===== config.mk =====
export PLATFORM = sky130hd
export DESIGN_NAME = fp_adder_host_link
export DESIGN_NICKNAME = d
export VERILOG_FILES = /design/src/rtl/fp_adder_host_link.sv
export SDC_FILE = /design/constraint.sdc
export NUM_CORES = 1
export LEC_CHECK = 0
export ABC_AREA = 1
export CORE_ASPECT_RATIO = 0.5
export CORE_UTILIZATION = 55
export DETAILED_ROUTE_END_ITERATION = 8
export DONT_BUFFER_PORTS = 1
export HOLD_SLACK_MARGIN = 0.06
export PLACE_DENSITY = 0.78
export SLEW_MARGIN = 0
export SYNTH_ARGS = -nofsm -noshare
export SYNTH_HDL_FRONTEND = slang
export SYNTH_SLANG_ARGS = --single-unit

===== constraint.sdc =====
create_clock -name clk_in -period 3.6 [get_ports clk_in]
set_clock_uncertainty 0.1 [all_clocks]
set_input_delay 0.18 -clock clk_in [delete_from_list [all_inputs] [get_ports clk_in]]
set_output_delay 0.18 -clock clk_in [all_outputs]
set_load 0.01 [all_outputs]

===== src/rtl/fp_adder_host_link.sv =====
// fp_adder_host_link: serializes four operands and a setup word to the FP adder, then deserializes its result.
// Build option FP_HOST_TIMEOUT_EN bounds the wait for adder_input_rdy_in to TIMEOUT cycles and flags error_out.
module fp_adder_host_link #(
    parameter int WIDTH      = 16,
    parameter int GAP_CYCLES = 3,
    parameter int READ_LAT   = 1,
    parameter int TIMEOUT    = 64
) (
    input  logic             clk_in,
    input  logic             rst_in,
    input  logic             req_valid_in,
    output logic             req_ready_out,
    input  logic [WIDTH-1:0] a_in,
    input  logic [WIDTH-1:0] b_in,
    input  logic [WIDTH-1:0] c_in,
    input  logic [WIDTH-1:0] d_in,
    input  logic [7:0]       setup_in,
    output logic             serial1_out,
    output logic             serial2_out,
    output logic             serial3_out,
    output logic             serial4_out,
    output logic             setup_serial_out,
    output logic             wr_out,
    input  logic             adder_input_rdy_in,
    output logic             output_read_out,
    input  logic             serial_in,
    output logic [WIDTH-1:0] result_out,
    output logic             result_valid_out,
    input  logic             result_ready_in,
    output logic             error_out
);

    // state    | meaning
    // IDLE     | ready for a request; operands latched on accept
    // WAIT_RDY | waiting for adder_input_rdy_in
    // SHIFT    | WIDTH cycles of operand bits with wr_out high
    // GAP      | GAP_CYCLES quiet cycles between write and read
    // RLAT     | READ_LAT cycles of read strobe before data is valid
    // READ     | WIDTH cycles sampling serial_in into the result
    // DONE     | result presented until result_ready_in
    typedef enum logic [2:0] {
        S_IDLE, S_WAIT_RDY, S_SHIFT, S_GAP, S_RLAT, S_READ, S_DONE
    } state_t;

    function automatic int max2(input int x, input int y);
        return (x > y) ? x : y;
    endfunction

    localparam int CNT_MAX = max2(max2(WIDTH, GAP_CYCLES), max2(READ_LAT, TIMEOUT));
    localparam int CW      = $clog2(CNT_MAX) + 1;
    localparam logic [CW-1:0] CNT_ONE  = CW'(1);
    localparam logic [CW-1:0] CNT_WORD = CW'(WIDTH - 1);
    localparam logic [CW-1:0] CNT_GAP  = CW'(GAP_CYCLES - 1);
    localparam logic [CW-1:0] CNT_RLAT = CW'(READ_LAT - 1);
`ifdef FP_HOST_TIMEOUT_EN
    localparam logic [CW-1:0] CNT_TMO  = CW'(TIMEOUT - 1);
`endif

    state_t           state_q, state_d;
    logic [CW-1:0]    cnt_q, cnt_d;
    logic [WIDTH-1:0] sh_a_q, sh_a_d, sh_b_q, sh_b_d, sh_c_q, sh_c_d, sh_d_q, sh_d_d;
    logic [7:0]       sh_setup_q, sh_setup_d;
    logic             ser1_q, ser1_d, ser2_q, ser2_d, ser3_q, ser3_d, ser4_q, ser4_d;
    logic             ser_setup_q, ser_setup_d;
    logic             wr_q, wr_d;
    logic             read_q, read_d;
    logic [WIDTH-1:0] result_q, result_d;
    logic             valid_q, valid_d;
    logic             req_ready_q, req_ready_d;
    logic             tx_step;
`ifdef FP_HOST_TIMEOUT_EN
    logic             error_q, error_d;
`endif

    // Every timer is a down-counter loaded with length-1; a phase ends at terminal count zero.
    always_comb begin
        state_d     = state_q;
        cnt_d       = cnt_q;
        sh_a_d      = sh_a_q;
        sh_b_d      = sh_b_q;
        sh_c_d      = sh_c_q;
        sh_d_d      = sh_d_q;
        sh_setup_d  = sh_setup_q;
        ser1_d      = 1'b0;
        ser2_d      = 1'b0;
        ser3_d      = 1'b0;
        ser4_d      = 1'b0;
        ser_setup_d = 1'b0;
        wr_d        = wr_q;
        read_d      = read_q;
        result_d    = result_q;
        valid_d     = valid_q;
        req_ready_d = req_ready_q;
        tx_step     = 1'b0;
`ifdef FP_HOST_TIMEOUT_EN
        error_d     = error_q;
`endif

        case (state_q)
            S_IDLE: begin
                req_ready_d = 1'b1;
                if (req_valid_in && req_ready_q) begin
                    state_d     = S_WAIT_RDY;
                    req_ready_d = 1'b0;
                    sh_a_d      = a_in;
                    sh_b_d      = b_in;
                    sh_c_d      = c_in;
                    sh_d_d      = d_in;
                    sh_setup_d  = setup_in;
`ifdef FP_HOST_TIMEOUT_EN
                    cnt_d       = CNT_TMO;
                    error_d     = 1'b0;
`endif
                end
            end
            S_WAIT_RDY: begin
                if (adder_input_rdy_in) begin
                    state_d = S_SHIFT;
                    cnt_d   = CNT_WORD;
                    wr_d    = 1'b1;
                    tx_step = 1'b1;
                end
`ifdef FP_HOST_TIMEOUT_EN
                else if (cnt_q == '0) begin
                    state_d     = S_IDLE;
                    req_ready_d = 1'b1;
                    error_d     = 1'b1;
                end else begin
                    cnt_d = cnt_q - CNT_ONE;
                end
`endif
            end
            S_SHIFT: begin
                if (cnt_q == '0) begin
                    state_d = S_GAP;
                    wr_d    = 1'b0;
                    cnt_d   = CNT_GAP;
                end else begin
                    cnt_d   = cnt_q - CNT_ONE;
                    tx_step = 1'b1;
                end
            end
            S_GAP: begin
                if (cnt_q == '0) begin
                    state_d = S_RLAT;
                    read_d  = 1'b1;
                    cnt_d   = CNT_RLAT;
                end else begin
                    cnt_d = cnt_q - CNT_ONE;
                end
            end
            S_RLAT: begin
                if (cnt_q == '0) begin
                    state_d = S_READ;
                    cnt_d   = CNT_WORD;
                end else begin
                    cnt_d = cnt_q - CNT_ONE;
                end
            end
            S_READ: begin
                // Bits enter at the top so the first sample lands in bit 0 after WIDTH shifts.
                result_d = {serial_in, result_q[WIDTH-1:1]};
                if (cnt_q == '0) begin
                    state_d = S_DONE;
                    read_d  = 1'b0;
                    valid_d = 1'b1;
                end else begin
                    cnt_d = cnt_q - CNT_ONE;
                end
            end
            S_DONE: begin
                if (result_ready_in) begin
                    state_d     = S_IDLE;
                    valid_d     = 1'b0;
                    req_ready_d = 1'b1;
                end
            end
            default: state_d = S_IDLE;
        endcase

        if (tx_step) begin
            ser4_d      = sh_a_q[0];
            ser3_d      = sh_b_q[0];
            ser2_d      = sh_c_q[0];
            ser1_d      = sh_d_q[0];
            ser_setup_d = sh_setup_q[0];
            sh_a_d      = sh_a_q >> 1;
            sh_b_d      = sh_b_q >> 1;
            sh_c_d      = sh_c_q >> 1;
            sh_d_d      = sh_d_q >> 1;
            sh_setup_d  = sh_setup_q >> 1;
        end
    end

    always_ff @(posedge clk_in) begin
        if (!rst_in) begin
            state_q     <= S_IDLE;
            cnt_q       <= '0;
            sh_a_q      <= '0;
            sh_b_q      <= '0;
            sh_c_q      <= '0;
            sh_d_q      <= '0;
            sh_setup_q  <= '0;
            ser1_q      <= 1'b0;
            ser2_q      <= 1'b0;
            ser3_q      <= 1'b0;
            ser4_q      <= 1'b0;
            ser_setup_q <= 1'b0;
            wr_q        <= 1'b0;
            read_q      <= 1'b0;
            result_q    <= '0;
            valid_q     <= 1'b0;
            req_ready_q <= 1'b0;
`ifdef FP_HOST_TIMEOUT_EN
            error_q     <= 1'b0;
`endif
        end else begin
            state_q     <= state_d;
            cnt_q       <= cnt_d;
            sh_a_q      <= sh_a_d;
            sh_b_q      <= sh_b_d;
            sh_c_q      <= sh_c_d;
            sh_d_q      <= sh_d_d;
            sh_setup_q  <= sh_setup_d;
            ser1_q      <= ser1_d;
            ser2_q      <= ser2_d;
            ser3_q      <= ser3_d;
            ser4_q      <= ser4_d;
            ser_setup_q <= ser_setup_d;
            wr_q        <= wr_d;
            read_q      <= read_d;
            result_q    <= result_d;
            valid_q     <= valid_d;
            req_ready_q <= req_ready_d;
`ifdef FP_HOST_TIMEOUT_EN
            error_q     <= error_d;
`endif
        end
    end

    assign req_ready_out    = req_ready_q;
    assign serial1_out      = ser1_q;
    assign serial2_out      = ser2_q;
    assign serial3_out      = ser3_q;
    assign serial4_out      = ser4_q;
    assign setup_serial_out = ser_setup_q;
    assign wr_out           = wr_q;
    assign output_read_out  = read_q;
    assign result_out       = result_q;
    assign result_valid_out = valid_q;
`ifdef FP_HOST_TIMEOUT_EN
    assign error_out        = error_q;
`else
    assign error_out        = 1'b0;
`endif

endmodule


==> results.sh, run 1 <==
export IMPL_status="completed"
export IMPL_cts_tree="done"
export IMPL_clock_power_share_pct=19.9
export IMPL_r2r_cells=11
export IMPL_synth_area_mm2=0.00554
export IMPL_path_cells="inv_1 > ha_1 > inv_2 > nor2_1 > nand3_2 > nand2_4 > nand2_2 > buf_12 > nand2_1 > nand2_1 > a21oi_1"
export IMPL_crit_slowest_cell="nand2_4"
export IMPL_holdPathStages=5
export IMPL_rrSetupSlack_ns=0.97
export IMPL_vias=5538
export IMPL_grt_total_usage_pct=26.3
export IMPL_synth_async_sr_flop_share_pct=0
export IMPL_hold_ws_ns=0.163
export IMPL_start_kind="register"
export IMPL_highest_layer="met4"
export IMPL_dr_wl_met2_um=6580
export IMPL_antenna_found_initial=1
export IMPL_core_area_mm2=0.00960
export IMPL_r2r_start="cnt_q[1]$_SDFFE_PN0P_"
export IMPL_io_pins=104
export IMPL_intPower_mw=2.98
export IMPL_critPathMaxFanout=55
export IMPL_rsz0062_at_grt="false"
export IMPL_critPathCaptureType="register"
export IMPL_fin_crit_ns=2.63
export IMPL_power_per_cell_area_mw_per_mm2=781
export IMPL_hold_path_class="input port to register"
export IMPL_drive_gt1_share_pct=4.05
export IMPL_max_freq_mhz=381
export IMPL_total_leakage_power_nw=2.68
export IMPL_max_stage_delay_ns=0.48
export IMPL_grt_first_pass_wirelength_um=22100
export IMPL_max_slew_margin_rel_pct=25.6
export IMPL_htreeDepth=3
export IMPL_fp_dieH_um=73.0
export IMPL_netSwitchingFraction_pct=41.3
export IMPL_dieArea_mm2=0.0105
export IMPL_seqPwrFrac_pct=36.4
export IMPL_syn_nets=935
export IMPL_grt_pass1_vias=5076
export IMPL_overflow=0
export IMPL_drt_vias_per_instance=5.40
export IMPL_synth_ff_type="dfxtp_1"
export IMPL_syn_to_final_growth_pct=17.1
export IMPL_holdCritStartpoint="adder_input_rdy_in"
export IMPL_wirelength_um=13700
export IMPL_ys_types=24
export IMPL_max_slew_worst_pin_slew_ns=1.12
export IMPL_clock_sinks=107
export IMPL_port_buffers=0
export IMPL_postCtsSetupBuffers=0
export IMPL_synth_seq_area_share_pct=38.7
export IMPL_final_util_pct=67.5
export IMPL_nets=963
export IMPL_cap_violations=0
export IMPL_cts_root_buf="clkbuf_16"
export IMPL_power_switching_mw=2.09
export IMPL_synth_edf_count=0
export IMPL_report_final_slew_viol_count=0
export IMPL_fillers=825
export IMPL_grt_max_degree=118
export IMPL_die_w_um=144
export IMPL_drc=0
export IMPL_start_util_pct=57.7
export IMPL_worstPathRequired_ns=3.77
export IMPL_vdd_drop_max_v=0.000414
export IMPL_synthCells=856
export IMPL_cp_data_arrival_time_ns=2.80
export IMPL_cts_clk_slew_worst_paths_ns=0.07
export IMPL_insertion_delay_ns=0.35
export IMPL_power_share_combinational_pct=43.7
export IMPL_place_ws_ns=1.02
export IMPL_period_share_pct=73.0
export IMPL_drt_pass1_iterations=5
export IMPL_r2r_end="sh_d_q[8]$_SDFFE_PN0P_"
export IMPL_final_setup_tns_ns=0
export IMPL_setup_viol=0
export IMPL_yosysWarnings=0
export IMPL_rows=25
export IMPL_min_to="state_q[2]$_SDFFE_PN0P_"
export IMPL_drt_iter0_drc=363
export IMPL_criticalPathCategory="register to register"
export IMPL_wl_met1_um=6200
export IMPL_ant_nets=0
export IMPL_wl_per_cell_um=13.4
export IMPL_setup_ws_ns=0.974
export IMPL_synth_seq_cells=107
export IMPL_gp_congestion=0.878
export IMPL_crit_top_cell="nand2_1"
export IMPL_cts_inserted_buffers=9
export IMPL_hold_viol=0
export IMPL_dp_hpwl_um=7580
export IMPL_clk_path_buf_depth=2
export IMPL_wl_met3_um=795
export IMPL_avgSynthCellArea_um2=6.47
power groups by stage:
stage	Clock (mW)	Combinational (mW)	Sequential, mW
after floorplan	0	1.88	1.78
after global placement	0	2.07	1.84
after detailed placement	0	2.11	1.85
after CTS	1.02	2.19	1.83
after global routing	1.07	2.53	1.88
final	1.01	2.22	1.84
what timing repair did:
action	in CTS	in global routing
gates resized for setup	0	0
endpoints found under the hold margin	89	0
hold buffers	76	0
worst max-delay path by stage:
stage          cells past startpoint                      end                   from  slack (ns)
2_1_floorplan                     10  sh_a_q[10]$_SDFFE_PN0P_  cnt_q[0]$_SDFFE_PN0P_        1.89
3_5_place_dp                      11   sh_b_q[5]$_SDFFE_PN0P_  cnt_q[0]$_SDFFE_PN0P_        1.02
6_report                          11   sh_d_q[8]$_SDFFE_PN0P_  cnt_q[1]$_SDFFE_PN0P_        0.97
4_1_cts                           11   sh_b_q[5]$_SDFFE_PN0P_  cnt_q[1]$_SDFFE_PN0P_        1.00
3_3_place_gp                      11   sh_b_q[4]$_SDFFE_PN0P_  cnt_q[0]$_SDFFE_PN0P_        1.12
5_1_grt                           11  sh_d_q[14]$_SDFFE_PN0P_  cnt_q[1]$_SDFFE_PN0P_        0.76
worst max-delay path: cells and delay by family (launching register included):
family / cells / cell delay, ns
buffers and inverters: 3 / 0.47
and+or+nand+nor: 6 / 1.28
DFF: 1 / 0.31
adders and majority gates: 1 / 0.23
AOI/OAI and AO/OA: 1 / 0.13
routing by layer:
metal / vias to the layer above / global-route usage [%]
li1: 2816 / -
met3: 19 / 6.43
met4: 0 / 9.34
met5: - / 0
met1: 2526 / 31.4
met2: 177 / 46.6
synth_stat cells (6+ instances only):
cell / n / share of area [%]
buf_1: 6 / 0.41
nand3_1: 75 / 6.8
nor2_1: 40 / 2.7
inv_1: 87 / 5.9
buf_6: 13 / 2.6
buf_2: 18 / 1.6
inv_2: 6 / 0.41
o21ai_0: 6 / 0.54
nand4_1: 73 / 8.2
a21oi_1: 95 / 8.6
clkbuf_1: 27 / 1.8
nand2_1: 286 / 19
dfxtp_1: 107 / 39
kinds of logic after synthesis:
family	share of synthesized area (%)
flip-flops	38.7
adder cells (fa/ha/maj)	0.226
AND/OR/NAND/NOR	38.5
other	0.0677
buffers and inverters	13.1
XOR/XNOR	0.158
AO/OA/AOI/OAI	9.26
sequential cells by signal, indices dropped and copies added, names as in the netlist, 3 cells and up:
name and cells:
result_out 16, sh_c_q 16, state_q 3, sh_setup_q 8, cnt_q 7, sh_d_q 16
sh_b_q 16, sh_a_q 16
layout by cell type (no fill, tap or decap), drive strengths merged:
cell type | synthesis | routed
a21boi | 1 | 1
a21oi | 95 | 95
buf | 39 | 7
bufinv | 0 | 1
clkbuf | 27 | 9
clkinv | 1 | 3
clkinvlp | 0 | 2
conb | 1 | 1
dfxtp | 107 | 107
diode | 0 | 1
dlygate4sd3 | 0 | 76
ha | 1 | 1
inv | 93 | 95
nand2 | 290 | 290
nand3 | 77 | 77
nand4 | 73 | 73
nor2 | 41 | 41
nor3 | 3 | 3
o21ai | 6 | 6
xor2 | 1 | 1
area by class of cell:
cell class / instances / area (um^2) / area share [%]
Antenna cell: 1 / 2.50 / 0.0386
Clock buffer: 9 / 225 / 3.47
Clock inverter: 7 / 76.3 / 1.18
Inverter: 94 / 353 / 5.44
Multi-Input combinational cell: 589 / 2680 / 41.3
Sequential cell: 107 / 2140 / 33.0
Tap cell: 135 / 169 / 2.60
Timing Repair Buffer: 83 / 838 / 12.9
through the flow:
| step | cell area (um^2) | power [mW] | std cells |
|---|---|---|---|
| 2_1_floorplan | 5540 | 3.67 | 856 |
| 3_3_place_gp | 5420 | 3.90 | 932 |
| 5_1_grt | 6480 | 5.49 | 1024 |
| 6_report | 6490 | 5.07 | 1025 |
| 4_1_cts | 6480 | 5.05 | 1024 |
| 3_5_place_dp | 5420 | 3.97 | 932 |
Note: power is estimated with default switching activity, not from simulation.
==> inputs of run 2 (changes only) <==
clock period = 2.7 ns   (was 3.6 ns; I/O delays follow)
==> run 2 against run 1 <==
Power rose by 35%. Worst setup slack got worse by 0.31 ns. Largest power group unchanged. Sequential share of layout area fell by 0.32 points.
==> results.sh, run 2 (synthesis results as in run 1) <==
export IMPL_htreeDepth=3
export IMPL_worstPathRequired_ns=2.87
export IMPL_vdd_drop_max_v=0.000518
export IMPL_r2r_cells=9
export IMPL_power_share_combinational_pct=43.5
export IMPL_io_pins=104
export IMPL_drc=0
export IMPL_cts_inserted_buffers=9
export IMPL_clock_sinks=107
export IMPL_cts_tree="done"
export IMPL_fin_crit_ns=2.04
export IMPL_fp_dieH_um=73.0
export IMPL_clk_path_buf_depth=2
export IMPL_total_leakage_power_nw=2.72
export IMPL_power_switching_mw=2.75
export IMPL_drt_pass1_iterations=7
export IMPL_max_slew_worst_pin_slew_ns=0.734
export IMPL_seqPwrFrac_pct=35.7
export IMPL_rows=25
export IMPL_total_power_mw=6.84
export IMPL_ctsHoldBuffers=75
export IMPL_cts_root_buf="clkbuf_16"
export IMPL_cap_violations=0
export IMPL_ant_nets=0
export IMPL_die_w_um=144
export IMPL_diodes=0
export IMPL_setup_viol=0
export IMPL_overflow=0
export IMPL_dieArea_mm2=0.0105
export IMPL_max_freq_mhz=490
export IMPL_drive_gt1_share_pct=4.27
export IMPL_syn_to_final_growth_pct=18.2
export IMPL_start_util_pct=57.7
export IMPL_power_per_cell_area_mw_per_mm2=1040
export IMPL_period_share_pct=75.5
export IMPL_dp_hpwl_um=7340
export IMPL_nets=964
export IMPL_holdPathStages=5
export IMPL_status="completed"
export IMPL_hold_viol=0
export IMPL_drt_vias_per_instance=5.38
export IMPL_layout_commonest_cell="nand2_1"
export IMPL_grt_total_usage_pct=25.8
export IMPL_cp_data_arrival_time_ns=2.21
export IMPL_critPathMaxFanout=104
export IMPL_postCtsSetupBuffers=0
export IMPL_netSwitchingFraction_pct=40.3
export IMPL_layout_common_cells="nand2_1 (286), dfxtp_1 (107), a21oi_1 (95)"
export IMPL_grt_max_degree=137
export IMPL_rsz0062_at_grt="false"
export IMPL_report_final_slew_viol_count=0
export IMPL_insertion_delay_ns=0.35
export IMPL_gp_congestion=0.917
export IMPL_max_slew_margin_rel_pct=51.0
export IMPL_start_kind="register"
export IMPL_grt_first_pass_wirelength_um=21700
export IMPL_vias=5519
export IMPL_intPower_mw=4.08
export IMPL_wirelength_um=13400
export IMPL_criticalPathCategory="register to register"
export IMPL_final_setup_tns_ns=0
export IMPL_cts_repair_resized=0
export IMPL_wl_per_cell_um=13.1
export IMPL_grt_pass1_vias=4906
export IMPL_port_buffers=0
export IMPL_drt_iter0_drc=368
export IMPL_core_area_mm2=0.00960
export IMPL_critPathCaptureType="register"
export IMPL_antenna_found_initial=0
export IMPL_cts_clk_slew_worst_paths_ns=0.07
export IMPL_hold_path_class="input port to register"
export IMPL_clock_power_share_pct=20.8
==> run 2: worst paths after layout <==
check                           slack (ns)                 endpoint                   start
worst max register to register        0.66  sh_b_q[15]$_SDFFE_PP0P_   cnt_q[0]$_SDFFE_PN0P_
worst min register to register        0.33   serial4_out$_SDFF_PN0_  sh_a_q[0]$_SDFFE_PN0P_
worst min-delay path                  0.12  state_q[2]$_SDFFE_PN0P_         result_ready_in
worst max-delay path                  0.66  sh_b_q[15]$_SDFFE_PP0P_   cnt_q[0]$_SDFFE_PN0P_
==> run 2: area by class of cell <==
cell class | count | area [um^2]
fillers | 796 | 3050
multi-input cells | 589 | 2680
flip-flops and latches | 107 | 2140
repair buffers | 84 | 881
inverters | 94 | 353
clock buffers | 9 | 225
well taps | 135 | 169
clock inverters | 7 | 98.8
==> run 2: critical path: stages, from the launching register on <==
cell     delay, ns
dfxtp_1       0.32
inv_1         0.09
ha_1          0.22
inv_2         0.06
nor2_1        0.11
nand3_2       0.16
nand2_4       0.12
buf_12        0.34
nand3_1       0.23
a21oi_1       0.19
==> run 2: power groups by stage <==
stage | sequential, mW | combinational, mW | clock [mW]
2_1_floorplan | 2.38 | 2.51 | 0
3_3_place_gp | 2.44 | 2.80 | 0
3_5_place_dp | 2.46 | 2.84 | 0
4_1_cts | 2.43 | 2.95 | 1.45
5_1_grt | 2.51 | 3.44 | 1.52
6_report | 2.44 | 2.97 | 1.42
==> run 2: per-stage QoR <==
step / hold WS [ns] / std cells / instance area (um^2) / util, % / setup slack, ns
final: 0.123 / 1025 / 6550 / 68.2 / 0.661
after detailed placement: 0.176 / 934 / 5470 / 57.0 / 0.679
after floorplan: 0.180 / 856 / 5540 / - / 0.990
after global routing: 0.176 / 1025 / 6550 / 68.2 / 0.455
after CTS: 0.113 / 1025 / 6550 / 68.2 / 0.649
after global placement: 0.167 / 934 / 5470 / 57.0 / 0.746
==> run 2: per-layer routing <==
layer  up-vias  global-route usage (%)  share of wire [%]
li1       2814                       -                  -
met1      2470                    32.9                 45
met2       209                    42.8                 46
met3        26                    6.63                6.8
met4         0                    8.87                1.9
met5         -                       0                  0
